[src/rtl/vga_pkg.sv]
// Shared definitions for the VGA raster engine: default 640x480@60 timing,
// frame-size helpers and the 12-bit {r,g,b} colour type.
package vga_pkg;

  // Default timing: 640x480@60 with a 25 MHz pixel rate from a 50 MHz board clock.
  localparam int DEF_CLK_DIV    = 2;
  localparam int DEF_H_ACTIVE   = 640;
  localparam int DEF_H_FP       = 16;
  localparam int DEF_H_SYNC     = 96;
  localparam int DEF_H_BP       = 48;
  localparam int DEF_V_ACTIVE   = 480;
  localparam int DEF_V_FP       = 10;
  localparam int DEF_V_SYNC     = 2;
  localparam int DEF_V_BP       = 33;
  localparam int DEF_CELL_SHIFT = 4;
  localparam int DEF_RD_LAT     = 1;

  typedef logic [11:0] rgb_t;

  localparam rgb_t RGB_BLANK = 12'h000;
  localparam rgb_t RGB_ALIVE = 12'hFFF;
  localparam rgb_t RGB_DEAD  = 12'h000;
  localparam rgb_t RGB_GRID  = 12'h333;

  // Stage-0 decode carried down the delay line; sync bits are logical
  // "asserted" flags, the pin polarity is applied only at the output register.
  typedef struct packed {
    logic active;
    logic grid;
    logic hsync;
    logic vsync;
  } decode_t;

  function automatic int h_total(int active, int fp, int sync, int bp);
    return active + fp + sync + bp;
  endfunction

  function automatic int v_total(int active, int fp, int sync, int bp);
    return active + fp + sync + bp;
  endfunction

  // Counter width wide enough for the larger of the two totals.
  function automatic int cnt_width(int htot, int vtot);
    int biggest;
    biggest = (htot > vtot) ? htot : vtot;
    return (biggest > 1) ? $clog2(biggest) : 1;
  endfunction

endpackage

[src/rtl/vga_sync_gen_if.sv]
// Display-side bundle of the raster engine: cell-grid read port toward the
// generation memory, scheduling strobes for the Life engine and VGA pins.
interface vga_sync_gen_if;

  logic [9:0] cell_x;
  logic [9:0] cell_y;
  logic       cell_alive;
  logic       pix_en;
  logic       frame_start;
  logic       vblank;
  logic       hsync_vga;
  logic       vsync_vga;
  logic [3:0] r_vga;
  logic [3:0] g_vga;
  logic [3:0] b_vga;

  // The raster engine drives the bundle.
  modport master (
    output cell_x, cell_y, pix_en, frame_start, vblank,
    output hsync_vga, vsync_vga, r_vga, g_vga, b_vga,
    input  cell_alive
  );

  // Generation memory, Life engine and connector side.
  modport slave (
    input  cell_x, cell_y, pix_en, frame_start, vblank,
    input  hsync_vga, vsync_vga, r_vga, g_vga, b_vga,
    output cell_alive
  );

endinterface

[src/rtl/vga_delay_line.sv]
// Enable-gated shift register used to align stage-0 decode with the
// memory read latency. DEPTH 0 collapses to a wire.
module vga_delay_line #(
  parameter int WIDTH = 1,
  parameter int DEPTH = 1
) (
  input  logic             clk,
  input  logic             rst_n,
  input  logic             en,
  input  logic [WIDTH-1:0] d,
  output logic [WIDTH-1:0] q
);

  if (DEPTH == 0) begin : g_pass
    assign q = d;
  end else begin : g_pipe
    logic [WIDTH-1:0] stage [DEPTH];

    // Shift one position per enable; stage 0 takes the new value.
    always_ff @(posedge clk or negedge rst_n) begin
      // NOTE: sequential state uses non-blocking assignments so every stage
      // samples its neighbour's pre-edge value. The array is only a few
      // flops deep and must power up as "blanking", so it is reset like any
      // other register rather than left uninitialised like a RAM.
      if (!rst_n) begin
        for (int i = 0; i < DEPTH; i++) stage[i] <= '0;
      end else if (en) begin
        stage[0] <= d;
        for (int i = 1; i < DEPTH; i++) stage[i] <= stage[i-1];
      end
    end

    assign q = stage[DEPTH-1];
  end

endmodule

[src/rtl/vga_sync_gen.sv]
// Parametrised VGA raster engine: pixel-clock divider, h/v counters, stage-0
// decode, latency-matched delay line and registered RGB/sync outputs.
module vga_sync_gen
  import vga_pkg::*;
#(
  parameter int   CLK_DIV    = DEF_CLK_DIV,
  parameter int   H_ACTIVE   = DEF_H_ACTIVE,
  parameter int   H_FP       = DEF_H_FP,
  parameter int   H_SYNC     = DEF_H_SYNC,
  parameter int   H_BP       = DEF_H_BP,
  parameter int   V_ACTIVE   = DEF_V_ACTIVE,
  parameter int   V_FP       = DEF_V_FP,
  parameter int   V_SYNC     = DEF_V_SYNC,
  parameter int   V_BP       = DEF_V_BP,
  parameter logic SYNC_POL   = 1'b0,
  parameter int   CELL_SHIFT = DEF_CELL_SHIFT,
  parameter int   RD_LAT     = DEF_RD_LAT,
  parameter rgb_t ALIVE_RGB  = RGB_ALIVE,
  parameter rgb_t DEAD_RGB   = RGB_DEAD,
  parameter rgb_t GRID_RGB   = RGB_GRID,
  parameter bit   GRID_EN    = 1'b1
) (
  input logic            clk,
  input logic            rst_n,
  vga_sync_gen_if.master bus
);

  localparam int H_TOTAL = h_total(H_ACTIVE, H_FP, H_SYNC, H_BP);
  localparam int V_TOTAL = v_total(V_ACTIVE, V_FP, V_SYNC, V_BP);
  localparam int CNT_W   = cnt_width(H_TOTAL, V_TOTAL);
  localparam int DIV_W   = (CLK_DIV > 1) ? $clog2(CLK_DIV) : 1;

  localparam logic [DIV_W-1:0] DIV_LAST = DIV_W'(CLK_DIV - 1);

  // Inclusive upper bounds keep every constant representable in CNT_W bits.
  localparam logic [CNT_W-1:0] H_LAST     = CNT_W'(H_TOTAL - 1);
  localparam logic [CNT_W-1:0] V_LAST     = CNT_W'(V_TOTAL - 1);
  localparam logic [CNT_W-1:0] H_ACT_LAST = CNT_W'(H_ACTIVE - 1);
  localparam logic [CNT_W-1:0] V_ACT_LAST = CNT_W'(V_ACTIVE - 1);
  localparam logic [CNT_W-1:0] HS_FIRST   = CNT_W'(H_ACTIVE + H_FP);
  localparam logic [CNT_W-1:0] HS_LAST    = CNT_W'(H_ACTIVE + H_FP + H_SYNC - 1);
  localparam logic [CNT_W-1:0] VS_FIRST   = CNT_W'(V_ACTIVE + V_FP);
  localparam logic [CNT_W-1:0] VS_LAST    = CNT_W'(V_ACTIVE + V_FP + V_SYNC - 1);
  localparam logic [CNT_W-1:0] CELL_MASK  = CNT_W'((1 << CELL_SHIFT) - 1);

  logic [DIV_W-1:0] div_cnt;
  logic             pix_en;
  logic [CNT_W-1:0] h_cnt;
  logic [CNT_W-1:0] v_cnt;
  logic [CNT_W-1:0] cell_x_full;
  logic [CNT_W-1:0] cell_y_full;
  decode_t          dec_s0;
  decode_t          dec_dly;
  rgb_t             rgb_next;
  rgb_t             rgb_q;
  logic             hsync_q;
  logic             vsync_q;

  // Board-clock divider producing one pixel slot every CLK_DIV clocks.
  always_ff @(posedge clk or negedge rst_n) begin
    if (!rst_n)                 div_cnt <= '0;
    else if (div_cnt == DIV_LAST) div_cnt <= '0;
    else                        div_cnt <= div_cnt + 1'b1;
  end

  // Gated by rst_n so the strobe is low during reset even when CLK_DIV is 1
  // (the divider match is then permanently true).
  assign pix_en = rst_n && (div_cnt == DIV_LAST);

  // Raster position: h wraps every line, v advances on each h wrap.
  always_ff @(posedge clk or negedge rst_n) begin
    if (!rst_n) begin
      h_cnt <= '0;
      v_cnt <= '0;
    end else if (pix_en) begin
      if (h_cnt == H_LAST) begin
        h_cnt <= '0;
        v_cnt <= (v_cnt == V_LAST) ? '0 : v_cnt + 1'b1;
      end else begin
        h_cnt <= h_cnt + 1'b1;
      end
    end
  end

  // Stage-0 decode of the raster position.
  always_comb begin
    // NOTE: every field gets a default before any condition so the block
    // stays purely combinational and never infers a latch.
    dec_s0        = '0;
    dec_s0.active = (h_cnt <= H_ACT_LAST) && (v_cnt <= V_ACT_LAST);
    dec_s0.hsync  = (h_cnt >= HS_FIRST) && (h_cnt <= HS_LAST);
    dec_s0.vsync  = (v_cnt >= VS_FIRST) && (v_cnt <= VS_LAST);
    dec_s0.grid   = GRID_EN && (((h_cnt & CELL_MASK) == '0) ||
                                ((v_cnt & CELL_MASK) == '0));
  end

  // Hold decode for as many pixel slots as the memory takes to answer.
  vga_delay_line #(
    .WIDTH ($bits(decode_t)),
    .DEPTH (RD_LAT)
  ) u_delay (
    .clk   (clk),
    .rst_n (rst_n),
    .en    (pix_en),
    .d     (dec_s0),
    .q     (dec_dly)
  );

  // Colour priority: blanking, then grid lines, then cell state.
  always_comb begin
    rgb_next = RGB_BLANK;
    if (!dec_dly.active)     rgb_next = RGB_BLANK;
    else if (dec_dly.grid)   rgb_next = GRID_RGB;
    else if (bus.cell_alive) rgb_next = ALIVE_RGB;
    else                     rgb_next = DEAD_RGB;
  end

  // Output register: colour and sync share one stage so they stay aligned.
  always_ff @(posedge clk or negedge rst_n) begin
    if (!rst_n) begin
      rgb_q   <= RGB_BLANK;
      hsync_q <= ~SYNC_POL;
      vsync_q <= ~SYNC_POL;
    end else if (pix_en) begin
      rgb_q   <= rgb_next;
      hsync_q <= dec_dly.hsync ? SYNC_POL : ~SYNC_POL;
      vsync_q <= dec_dly.vsync ? SYNC_POL : ~SYNC_POL;
    end
  end

  assign cell_x_full = h_cnt >> CELL_SHIFT;
  assign cell_y_full = v_cnt >> CELL_SHIFT;

  assign bus.cell_x      = 10'(cell_x_full);
  assign bus.cell_y      = 10'(cell_y_full);
  assign bus.pix_en      = pix_en;
  assign bus.frame_start = pix_en && (h_cnt == '0) && (v_cnt == '0);
  assign bus.vblank      = !(v_cnt <= V_ACT_LAST);
  assign bus.hsync_vga   = hsync_q;
  assign bus.vsync_vga   = vsync_q;
  assign bus.r_vga       = rgb_q[11:8];
  assign bus.g_vga       = rgb_q[7:4];
  assign bus.b_vga       = rgb_q[3:0];

endmodule
[src/flat_wrapper.sv]
// flat-port wrapper written by rule: the top's interface ports become plain ports
module vga_sync_gen_flat import vga_pkg::*;
#(
  parameter int   CLK_DIV    = DEF_CLK_DIV,
  parameter int   H_ACTIVE   = DEF_H_ACTIVE,
  parameter int   H_FP       = DEF_H_FP,
  parameter int   H_SYNC     = DEF_H_SYNC,
  parameter int   H_BP       = DEF_H_BP,
  parameter int   V_ACTIVE   = DEF_V_ACTIVE,
  parameter int   V_FP       = DEF_V_FP,
  parameter int   V_SYNC     = DEF_V_SYNC,
  parameter int   V_BP       = DEF_V_BP,
  parameter logic SYNC_POL   = 1'b0,
  parameter int   CELL_SHIFT = DEF_CELL_SHIFT,
  parameter int   RD_LAT     = DEF_RD_LAT,
  parameter rgb_t ALIVE_RGB  = RGB_ALIVE,
  parameter rgb_t DEAD_RGB   = RGB_DEAD,
  parameter rgb_t GRID_RGB   = RGB_GRID,
  parameter bit   GRID_EN    = 1'b1
)
  (clk, rst_n, bus_cell_x, bus_cell_y, bus_pix_en, bus_frame_start, bus_vblank, bus_hsync_vga, bus_vsync_vga, bus_r_vga, bus_g_vga, bus_b_vga, bus_cell_alive);
  vga_sync_gen_if bus_i ();
  input logic clk;
  input logic rst_n;
  output wire logic [$bits(bus_i.cell_x)-1:0] bus_cell_x;
  output wire logic [$bits(bus_i.cell_y)-1:0] bus_cell_y;
  output wire logic [$bits(bus_i.pix_en)-1:0] bus_pix_en;
  output wire logic [$bits(bus_i.frame_start)-1:0] bus_frame_start;
  output wire logic [$bits(bus_i.vblank)-1:0] bus_vblank;
  output wire logic [$bits(bus_i.hsync_vga)-1:0] bus_hsync_vga;
  output wire logic [$bits(bus_i.vsync_vga)-1:0] bus_vsync_vga;
  output wire logic [$bits(bus_i.r_vga)-1:0] bus_r_vga;
  output wire logic [$bits(bus_i.g_vga)-1:0] bus_g_vga;
  output wire logic [$bits(bus_i.b_vga)-1:0] bus_b_vga;
  input wire logic [$bits(bus_i.cell_alive)-1:0] bus_cell_alive;
  assign bus_cell_x = bus_i.cell_x;
  assign bus_cell_y = bus_i.cell_y;
  assign bus_pix_en = bus_i.pix_en;
  assign bus_frame_start = bus_i.frame_start;
  assign bus_vblank = bus_i.vblank;
  assign bus_hsync_vga = bus_i.hsync_vga;
  assign bus_vsync_vga = bus_i.vsync_vga;
  assign bus_r_vga = bus_i.r_vga;
  assign bus_g_vga = bus_i.g_vga;
  assign bus_b_vga = bus_i.b_vga;
  assign bus_i.cell_alive = bus_cell_alive;
  vga_sync_gen #(.CLK_DIV(CLK_DIV), .H_ACTIVE(H_ACTIVE), .H_FP(H_FP), .H_SYNC(H_SYNC), .H_BP(H_BP), .V_ACTIVE(V_ACTIVE), .V_FP(V_FP), .V_SYNC(V_SYNC), .V_BP(V_BP), .SYNC_POL(SYNC_POL), .CELL_SHIFT(CELL_SHIFT), .RD_LAT(RD_LAT), .ALIVE_RGB(ALIVE_RGB), .DEAD_RGB(DEAD_RGB), .GRID_RGB(GRID_RGB), .GRID_EN(GRID_EN)) u_core (.clk(clk), .rst_n(rst_n), .bus(bus_i));
endmodule
[config.mk]
export PLATFORM = sky130hd
export DESIGN_NAME = vga_sync_gen_flat
export DESIGN_NICKNAME = d
export VERILOG_FILES = /design/src/rtl/vga_pkg.sv /design/src/rtl/vga_sync_gen_if.sv /design/src/rtl/vga_delay_line.sv /design/src/rtl/vga_sync_gen.sv /design/src/flat_wrapper.sv
export SDC_FILE = /design/constraint.sdc
export NUM_CORES = 1
export LEC_CHECK = 0
export BUFFER_PORTS_ARGS = -buffer_cell sky130_fd_sc_hd__buf_2
export CORE_MARGIN = 3
export CORE_UTILIZATION = 49
export DETAILED_ROUTE_END_ITERATION = 12
export PLACE_DENSITY = 0.74
export RECOVER_POWER = 100
export SETUP_SLACK_MARGIN = 0.3
export SLEW_MARGIN = 20
export SYNTH_ARGS = -nofsm -noshare
export SYNTH_HDL_FRONTEND = slang
export SYNTH_SLANG_ARGS = --single-unit
[constraint.sdc]
create_clock -name clk -period 2.3 [get_ports clk]
set_input_delay 0.575 -clock clk [delete_from_list [all_inputs] [get_ports clk]]
set_output_delay 0.575 -clock clk [all_outputs]
set_load 0.01 [all_outputs]
==> results.toml, run 1 <==
[die]
dieHeight_um = 65.49
dieArea_um2 = 4289
die_x_um = 65.49
placementRows = 20
ios = 40
start_util_pct = 54.14
core_area_um2 = 3203

[grt]
grt_overflow = 0
grt_pass1_vias = 1209
antenna_found_initial = 0
grt_max_degree = 31
grt_pass1_wl_um = 5678
grt_util_all_layers_pct = 17.76

[detailed_routing]
routed_via_density = 5.102
wl_um = 3380
num_vias = 1296
drt_iter0_markers = 83
drc = 0
postRouteAntennaNets = 0
drtPass1Iterations = 4
wl_per_cell_um = 13.31

[sta]
timing.final.crit_share_pct = 103.6
fin_worst_skew_ps = 5.284
setup_viol = 1
hold_viol = 0
fmax_mhz = 419.7
setup_slack_ps = -82.58
finalMaxSlewViolations = 0
finalCriticalPeriod_ps = 2383
rsz0062_at_grt = "yes"

[final_layout]
layout.area.seq_um2 = 728.2
antenna_cells = 0
layout-drive-gt1-share_pct = 28.57
syn_to_final_growth_pct = 10.03
final_nets = 218
multiInputGateArea_um2 = 768.2
layout.cells.non_filler = 254
fillCellCount = 326
stdcell_area_um2 = 1908

[logic_synthesis]
synthCells = 186
synth_cell_type_count = 41
avgSynthCellArea_um2 = 9.323
ys.flop_type = "dfrtp_1"
yosys_warnings = 0
async_reset_ff_share_pct = 100.0
ys_seq_area_share_pct = 41.99
synth_edf_count = 0
ys_ff_latch = 29
netlist_area_um2 = 1734

[cts]
cts_hold_buf = 0
cts_tree = "built"
clk_latency_ps = 330
clockBufferDepth = 2
htree_levels = 2
clkTransAtPathRegs_ps = 90
cts_root_buffer = "clkbuf_4"
clock_sink_count = 29
cts_buffers = 5

[setup_path]
r2r-start = "u_core.h_cnt[0]"
timing.rr.end = "u_core.v_cnt[4]"
regToRegSetupSlack_ps = 420
arrival_ps = 1810
start_kind = "flip-flop"
cp_max_fo = 2
endpoint_kind = "primary output"
cp.required_ps = 1730
crit_type = "reg -> out"
rr_worst_depth = 7

[pwr]
power_density_nw_per_um2 = 613.8
p_leak_uw = 0.0009966
ir_worst_vdd_mv = 0.3402
power_uw = 1171

[job]
drv_cap = 0

[worst_hold_path]
hold_class = "in -> async"

[placement]
placed_area_um2 = 1780
dp_cells = 240
port_buffers = 31
pre_cts_ws_ps = 184.4
gp_congestion = 0.9015
dp_hpwl_um = 2449

[run_status]
failed_checks = "setup timing"
outcome = "finished with violations"
[report_power, final]
group / switching [uW] / total (uW) / internal, uW / leakage, uW
registers: 50.9 / 611 / 560 / 0.000364
logic: 141 / 244 / 103 / 0.000602
clock network: 173 / 317 / 144 / 0.0000314
total: 365 / 1170 / 807 / 0.000997
[area by class of cell]
cell class                 instances  share of cell area [%]
sequential                        29                   38.16
multi-input combinational        122                   40.26
inverter                           7                   1.377
tap                               44                   2.885
timing repair buffer              45                   14.43
clock buffer                       7                   2.885
[per-stage QoR]
stage | hold slack [ps] | util (%) | setup TNS, ps
after detailed placement | 433.5 | 55.59 | 0
after global placement | 418.5 | 55.59 | 0
final | 259.1 | 59.57 | -82.58
after CTS | 261.6 | 57.89 | -130.9
after global routing | 297.3 | 59.57 | -188.7
after floorplan | 279.4 | - | 0
[worst max path at each step]
stage                            to  slack, ps            start  cells past startpoint
floorplan           bus_frame_start        310  u_core.v_cnt[9]                      3
global placement    bus_frame_start        220  u_core.v_cnt[9]                      4
detailed placement  bus_frame_start        180  u_core.v_cnt[9]                      4
CTS                 bus_frame_start       -130  u_core.v_cnt[9]                      4
global route        bus_frame_start       -190  u_core.v_cnt[9]                      4
finish              bus_frame_start        -80  u_core.v_cnt[9]                      4
[routing by layer]
metal / share of wire [%] / vias up / GRT usage (%) / wire length (um)
li1: - / 638 / - / -
met1: 42 / 616 / 20.13 / 1409
met2: 51 / 35 / 29.46 / 1707
met3: 6.0 / 7 / 6.496 / 203
met4: 1.8 / 0 / 8.549 / 60
met5: 0 / - / 0 / 0
[cells in the mapped netlist (2+ instances only)]
library cell  number  area share (%)
nand2b_1           2            0.72
buf_4             31              13
a21oi_1            4             1.2
and4_1             3             1.5
dfrtp_1           27              39
nand4_1            5             1.8
dfstp_2            2             3.0
nand3_1            8             2.3
xor2_1             5             2.5
ha_1               5             3.6
o31ai_1            3             1.3
nor4_1             2            0.72
nor3b_1            3             1.3
xnor2_1            5             2.5
nor2_1            13             2.8
nand2_1           25             5.4
inv_1              7             1.5
o21ai_0           12             3.5
clkbuf_1           2            0.43
[cell families after synthesis]
logic type      share of synthesized area [%]
simple gates                            22.94
buf+inv                                 16.23
flops                                   41.99
compound gates                          7.865
xor+xnor                                5.050
fa+ha+maj                               3.608
mux                                     2.092
other cells                            0.2162
[layout by cell type (no fill, tap or decap), types with 2 or more instances in the layout]
cell type	instances
and4_1	3
ha_1	5
inv_1	7
xor2_1	5
clkbuf_4	5
conb_1	8
nand4_1	5
xnor2_1	5
buf_4	11
nand2b_1	2
buf_2	30
o21ai_0	12
dfrtp_1	27
nand3_1	7
nor3b_1	3
o31ai_1	3
clkbuf_1	3
dfstp_2	2
a21oi_1	4
nand3_2	2
nor2_1	13
nand2_1	25
[what timing repair did]
item / 4_1_cts / 5_1_grt
pin swaps: 2 / 2
buffers inserted: 0 / 7
endpoints found under the setup margin: 2 / 4
gates resized for setup: 4 / 3
[worst max-delay path: stages, from the launching register on]
cell and delay (ps):
dfrtp_1 380, or4_1 540, nor4b_2 210, and4_1 220, buf_2 130
[flip-flops by register name (all words and copies together) (netlist names)]
register / cells
u_core.div_cnt: 1
u_core.bus.hsync_vga: 1
u_core.bus.vsync_vga: 1
u_core.h_cnt: 10
u_core.u_delay.q: 4
u_core.rgb_q: 2
u_core.v_cnt: 10
(Power assumes the default switching activity.)
==> run 2: changes to the inputs <==
--- a/config.mk
+++ b/config.mk
@@ -11,7 +11,7 @@
 export DETAILED_ROUTE_END_ITERATION = 12
 export PLACE_DENSITY = 0.74
 export RECOVER_POWER = 100
-export SETUP_SLACK_MARGIN = 0.3
+export SETUP_SLACK_MARGIN = 0.5
 export SLEW_MARGIN = 20
 export SYNTH_ARGS = -nofsm -noshare
 export SYNTH_HDL_FRONTEND = slang
==> results.toml, run 2 (same netlist as run 1, synthesis figures left out) <==
[grt]
grt_max_degree = 31
grt_util_all_layers_pct = 19.38
grt_pass1_vias = 1441
grt_overflow = 0
grt_pass1_wl_um = 6465
antenna_found_initial = 0

[final_layout]
layout.area.seq_um2 = 729.5
final_nets = 236
syn_to_final_growth_pct = 22.66
post-route-util_pct = 66.41
layout_commonest_cell = "dfrtp_1"
antenna_cells = 0
layout-drive-gt1-share_pct = 30.57
layout.cells.non_filler = 273
multiInputGateArea_um2 = 794.5
final_cell_mix = "dfrtp_1, nand2_1, clkbuf_1"
fillCellCount = 283

[detailed_routing]
drt_iter0_markers = 73
drtPass1Iterations = 4
routed-wl-met2_um = 2017
met1_length_um = 1738
wl_um = 4076
postRouteAntennaNets = 0
wl_per_cell_um = 14.93
wl_met3_um = 265
dr.max_layer_used = "met4"
drc = 0
num_vias = 1463
routed_via_density = 5.359

[setup_path]
endpoint_kind = "primary output"
start_kind = "flip-flop"
arrival_ps = 1820
regToRegSetupSlack_ps = 340
cp_max_fo = 2
crit_type = "reg -> out"
cp.required_ps = 1730

[cts]
clk_latency_ps = 320
cts_tree = "built"
clock_sink_count = 29
clockBufferDepth = 2
cts_root_buffer = "clkbuf_4"
clkTransAtPathRegs_ps = 90
cts_hold_buf = 0
htree_levels = 2
cts_buffers = 5

[die]
die_x_um = 65.49
start_util_pct = 54.14
placementRows = 20
ios = 40
dieArea_um2 = 4289
dieHeight_um = 65.49
core_area_um2 = 3203

[placement]
dp_hpwl_um = 2422
gp_congestion = 0.8586
pre_cts_ws_ps = 257.8
dp_cells = 240
port_buffers = 31

[pwr]
p_leak_uw = 0.001049
ir_worst_vdd_mv = 0.3933
power_density_nw_per_um2 = 567.3

[sta]
worst_slew_margin_rel_pct = 60.03
fmax_mhz = 417.6
timing.final.crit_share_pct = 104.1
tightest_slew_ps = 599.5
finalCriticalPeriod_ps = 2395
fin_worst_skew_ps = 5.041
rsz0062_at_grt = "yes"
setup_viol = 1
finalMaxSlewViolations = 0
setup_slack_ps = -94.56
hold_viol = 0

[job]
drv_cap = 0

[worst_hold_path]
hold_class = "in -> async"

[run_status]
outcome = "finished with violations"
failed_checks = "setup timing"
run 2: where the power goes:
| group | internal, uW | total, uW | switching, uW | leakage (uW) |
|---|---|---|---|---|
| Sequential | 560 | 611 | 50.9 | 0.000362 |
| Clock | 177 | 356 | 179 | 0.0000413 |
| Combinational | 101 | 240 | 139 | 0.000645 |
run 2: cell type report:
class                      count  area share (%)
inverter                       7           1.353
tap                           44           2.588
clock buffer                   7           3.059
clock inverter                 1          0.2353
timing repair buffer          63           21.12
sequential                    29           34.29
multi-input combinational    122           37.35
run 2: final timing paths:
kind / startpoint / endpoint / cells past startpoint
worst min-delay path: rst_n / u_core.rgb_q[9] / 2
max in group asynchronous: rst_n / u_core.bus.hsync_vga / 2
worst max register to register: u_core.h_cnt[5] / u_core.v_cnt[4] / 8
min in group clk: u_core.u_delay.q[0] / u_core.bus.vsync_vga / 1
worst min register to register: u_core.u_delay.q[0] / u_core.bus.vsync_vga / 1
worst max-delay path: u_core.v_cnt[9] / bus_frame_start / 4
run 2: timing repair:
action,in CTS,in global routing
endpoints found under the hold margin,0,0
pin swaps,5,3
setup endpoints to repair,9,20
resized for setup,25,17
buffers inserted,20,5
cloned,0,0
run 2: per-stage QoR:
stage          hold slack (ps)  power, uW  TNS, ps  cell area (um2)
3_3_place_gp             413.0      834.7        0             1768
6_report                 391.3       1207   -94.56             2127
2_1_floorplan            279.4      804.6        0             1760
4_1_cts                  329.1       1209   -46.03             2071
3_5_place_dp             439.5      841.5        0             1768
5_1_grt                  421.9       1274   -165.6             2127
run 2: per-layer routing:
metal  global-route usage, %  vias up
li1                        -      673
met1                   24.17      706
met2                   33.50       75
met3                   3.419        9
met4                   6.995        0
met5                       0        -
run 2: critical path: stages (launching register included):
cell	delay, ps
dfrtp_1	410
or4_4	550
nor4b_2	210
and4_1	190
buf_2	140
==> run 3: changes to the inputs <==
--- a/config.mk
+++ b/config.mk
@@ -5,11 +5,13 @@
 export SDC_FILE = /design/constraint.sdc
 export NUM_CORES = 1
 export LEC_CHECK = 0
+export ABC_AREA = 1
 export BUFFER_PORTS_ARGS = -buffer_cell sky130_fd_sc_hd__buf_2
 export CORE_MARGIN = 3
 export CORE_UTILIZATION = 49
 export DETAILED_ROUTE_END_ITERATION = 12
-export PLACE_DENSITY = 0.74
+export GPL_TIMING_DRIVEN = 0
+export PLACE_DENSITY = 0.73
 export RECOVER_POWER = 100
 export SETUP_SLACK_MARGIN = 0.5
 export SLEW_MARGIN = 20
==> results.toml, run 3 <==
[grt]
grt_pass1_wl_um = 7065
use_met1_pct = 27.45
grt_util_met2_pct = 33.13
busiest_layer = "met2"
grt_util_all_layers_pct = 21.41
grtUsageMet3_pct = 5.990
grt_overflow = 0
grt_max_degree = 16
grt_pass1_vias = 1567
antenna_found_initial = 0

[detailed_routing]
num_vias = 1800
drtPass1Iterations = 4
drc = 0
drt_iter0_markers = 137
postRouteAntennaNets = 0
routed_via_density = 4.865
wl_per_cell_um = 13.32
wl_um = 4927

[cts]
cts_root_buffer = "clkbuf_8"
clockBufferDepth = 2
clk_latency_ps = 280
clkTransAtPathRegs_ps = 60
cts_tree = "built"
htree_levels = 2
clock_sink_count = 29
cts_buffers = 5

[final_layout]
syn_to_final_growth_pct = 39.07
layout-drive-gt1-share_pct = 35.80
stdcell_area_um2 = 2570
layout.cells.non_filler = 370
antenna_cells = 0
layout_commonest_cell = "nand2_1"
final_nets = 331
final_cell_mix = "nand2_1, buf_4, dfrtp_1"

[placement]
dp_hpwl_um = 2694
port_buffers = 31
gp_congestion = 0.8993
dp_cells = 329
placed_area_um2 = 2105

[logic_synthesis]
yosys.cell_count.top_type = "nand2_1"
ys_ff_latch = 29
avgSynthCellArea_um2 = 7.543
synthCells = 245
synth_top_area_share_pct = 36.56
synth_edf_count = 0
ys.flop_type = "dfrtp_1"
synth_cell_type_count = 28
async_reset_ff_share_pct = 100.0
netlist_area_um2 = 1848
synth_common_cells = "nand2_1, buf_4, inv_1, dfrtp_1, nand3_1"
synthTopCellsByArea = "dfrtp_1, buf_4, nand2_1, nand3_1, inv_1"
yosys.area.top_type = "dfrtp_1"
yosys_warnings = 0
ys_seq_area_share_pct = 39.40

[setup_path]
crit_type = "reg -> out"
cp.required_ps = 1730
cp_max_fo = 3
endpoint_kind = "primary output"
start_kind = "flip-flop"
arrival_ps = 1620

[sta]
tightest_slew_ps = 879.8
fin_worst_skew_ps = 8.514
fmax_mhz = 455.7
finalCriticalPeriod_ps = 2195
worst_slew_margin_rel_pct = 41.35
hold_viol = 0
timing.final.crit_share_pct = 95.42
final.setup.tns_ps = 0
finalMaxSlewViolations = 0
setup_viol = 0
rsz0062_at_grt = "yes"
whs_ps = 88.70

[die]
ios = 40
die_x_um = 67.41
dieArea_um2 = 4544
start_util_pct = 52.88
core_area_um2 = 3495
placementRows = 21
dieHeight_um = 67.41

[pwr]
p_leak_uw = 0.001355
power_density_nw_per_um2 = 701.9
power_uw = 1804
ir_worst_vdd_mv = 0.3753

[worst_hold_path]
hold_class = "in -> async"

[job]
drv_cap = 0

[run_status]
outcome = "complete, no violations"
-- run 3: cell families after synthesis --
logic type	count (synthesis)	share of synthesized area [%]
other cells	1	0.2029
buf+inv	63	19.36
compound gates	25	7.109
xor+xnor	4	1.896
simple gates	118	28.64
fa+ha+maj	5	3.385
flops	29	39.40
-- run 3: timing repair --
action | 4_1_cts | 5_1_grt
resized for setup | 28 | 24
pin swaps | 6 | 6
endpoints found under the setup margin | 22 | 3
gates cloned | 1 | 0
hold buffers | 0 | 0
setup buffers | 23 | 9
-- run 3: final timing paths --
kind	endpoint	startpoint	slack [ps]	depth (start not counted)
setup / recovery	bus_frame_start	u_core.v_cnt[7]	110	6
hold / removal	u_core.u_delay.q[2]	rst_n	90	1
setup reg to reg	u_core.h_cnt[1]	u_core.h_cnt[1]	280	16
hold reg to reg	u_core.bus.vsync_vga	u_core.u_delay.q[0]	430	1
max in group asynchronous	u_core.v_cnt[3]	rst_n	1370	1
min in group clk	u_core.bus.vsync_vga	u_core.u_delay.q[0]	430	1
-- run 3: through the flow --
stage	worst slack, ps	util (%)
2_1_floorplan	502.5	-
3_3_place_gp	-538.2	60.22
3_5_place_dp	-520.3	60.22
4_1_cts	145.7	71.64
5_1_grt	59.63	73.54
6_report	105.3	73.54
-- run 3: cell type report --
| class | instances | area (um2) |
|---|---|---|
| Buffer | 34 | 256.5 |
| Clock buffer | 7 | 96.34 |
| Clock inverter | 1 | 5.005 |
| Fill cell | 266 | 924.6 |
| Inverter | 29 | 108.9 |
| Multi-Input combinational cell | 160 | 867.1 |
| Sequential cell | 29 | 729.5 |
| Tap cell | 46 | 57.56 |
| Timing Repair Buffer | 64 | 449.2 |
-- run 3: per-layer routing --
metal | routed length (um) | share of wire [%] | vias up
li1 | - | - | 903
met1 | 2085 | 42 | 810
met2 | 2410 | 49 | 79
met3 | 365 | 7.4 | 8
met4 | 67 | 1.4 | 0
met5 | 0 | 0 | -
-- run 3: where the power goes --
group / switching, uW / internal (uW)
sequential: 108 / 576
combinational: 277 / 370
clock: 202 / 270
-- run 3: worst max-delay path: stages, from the launching register on --
cell      delay (ps)
dfrtp_1          390
inv_1            130
nand2_2          100
nor3_4           180
nand2_2           90
nor4_4           270
clkbuf_1         180
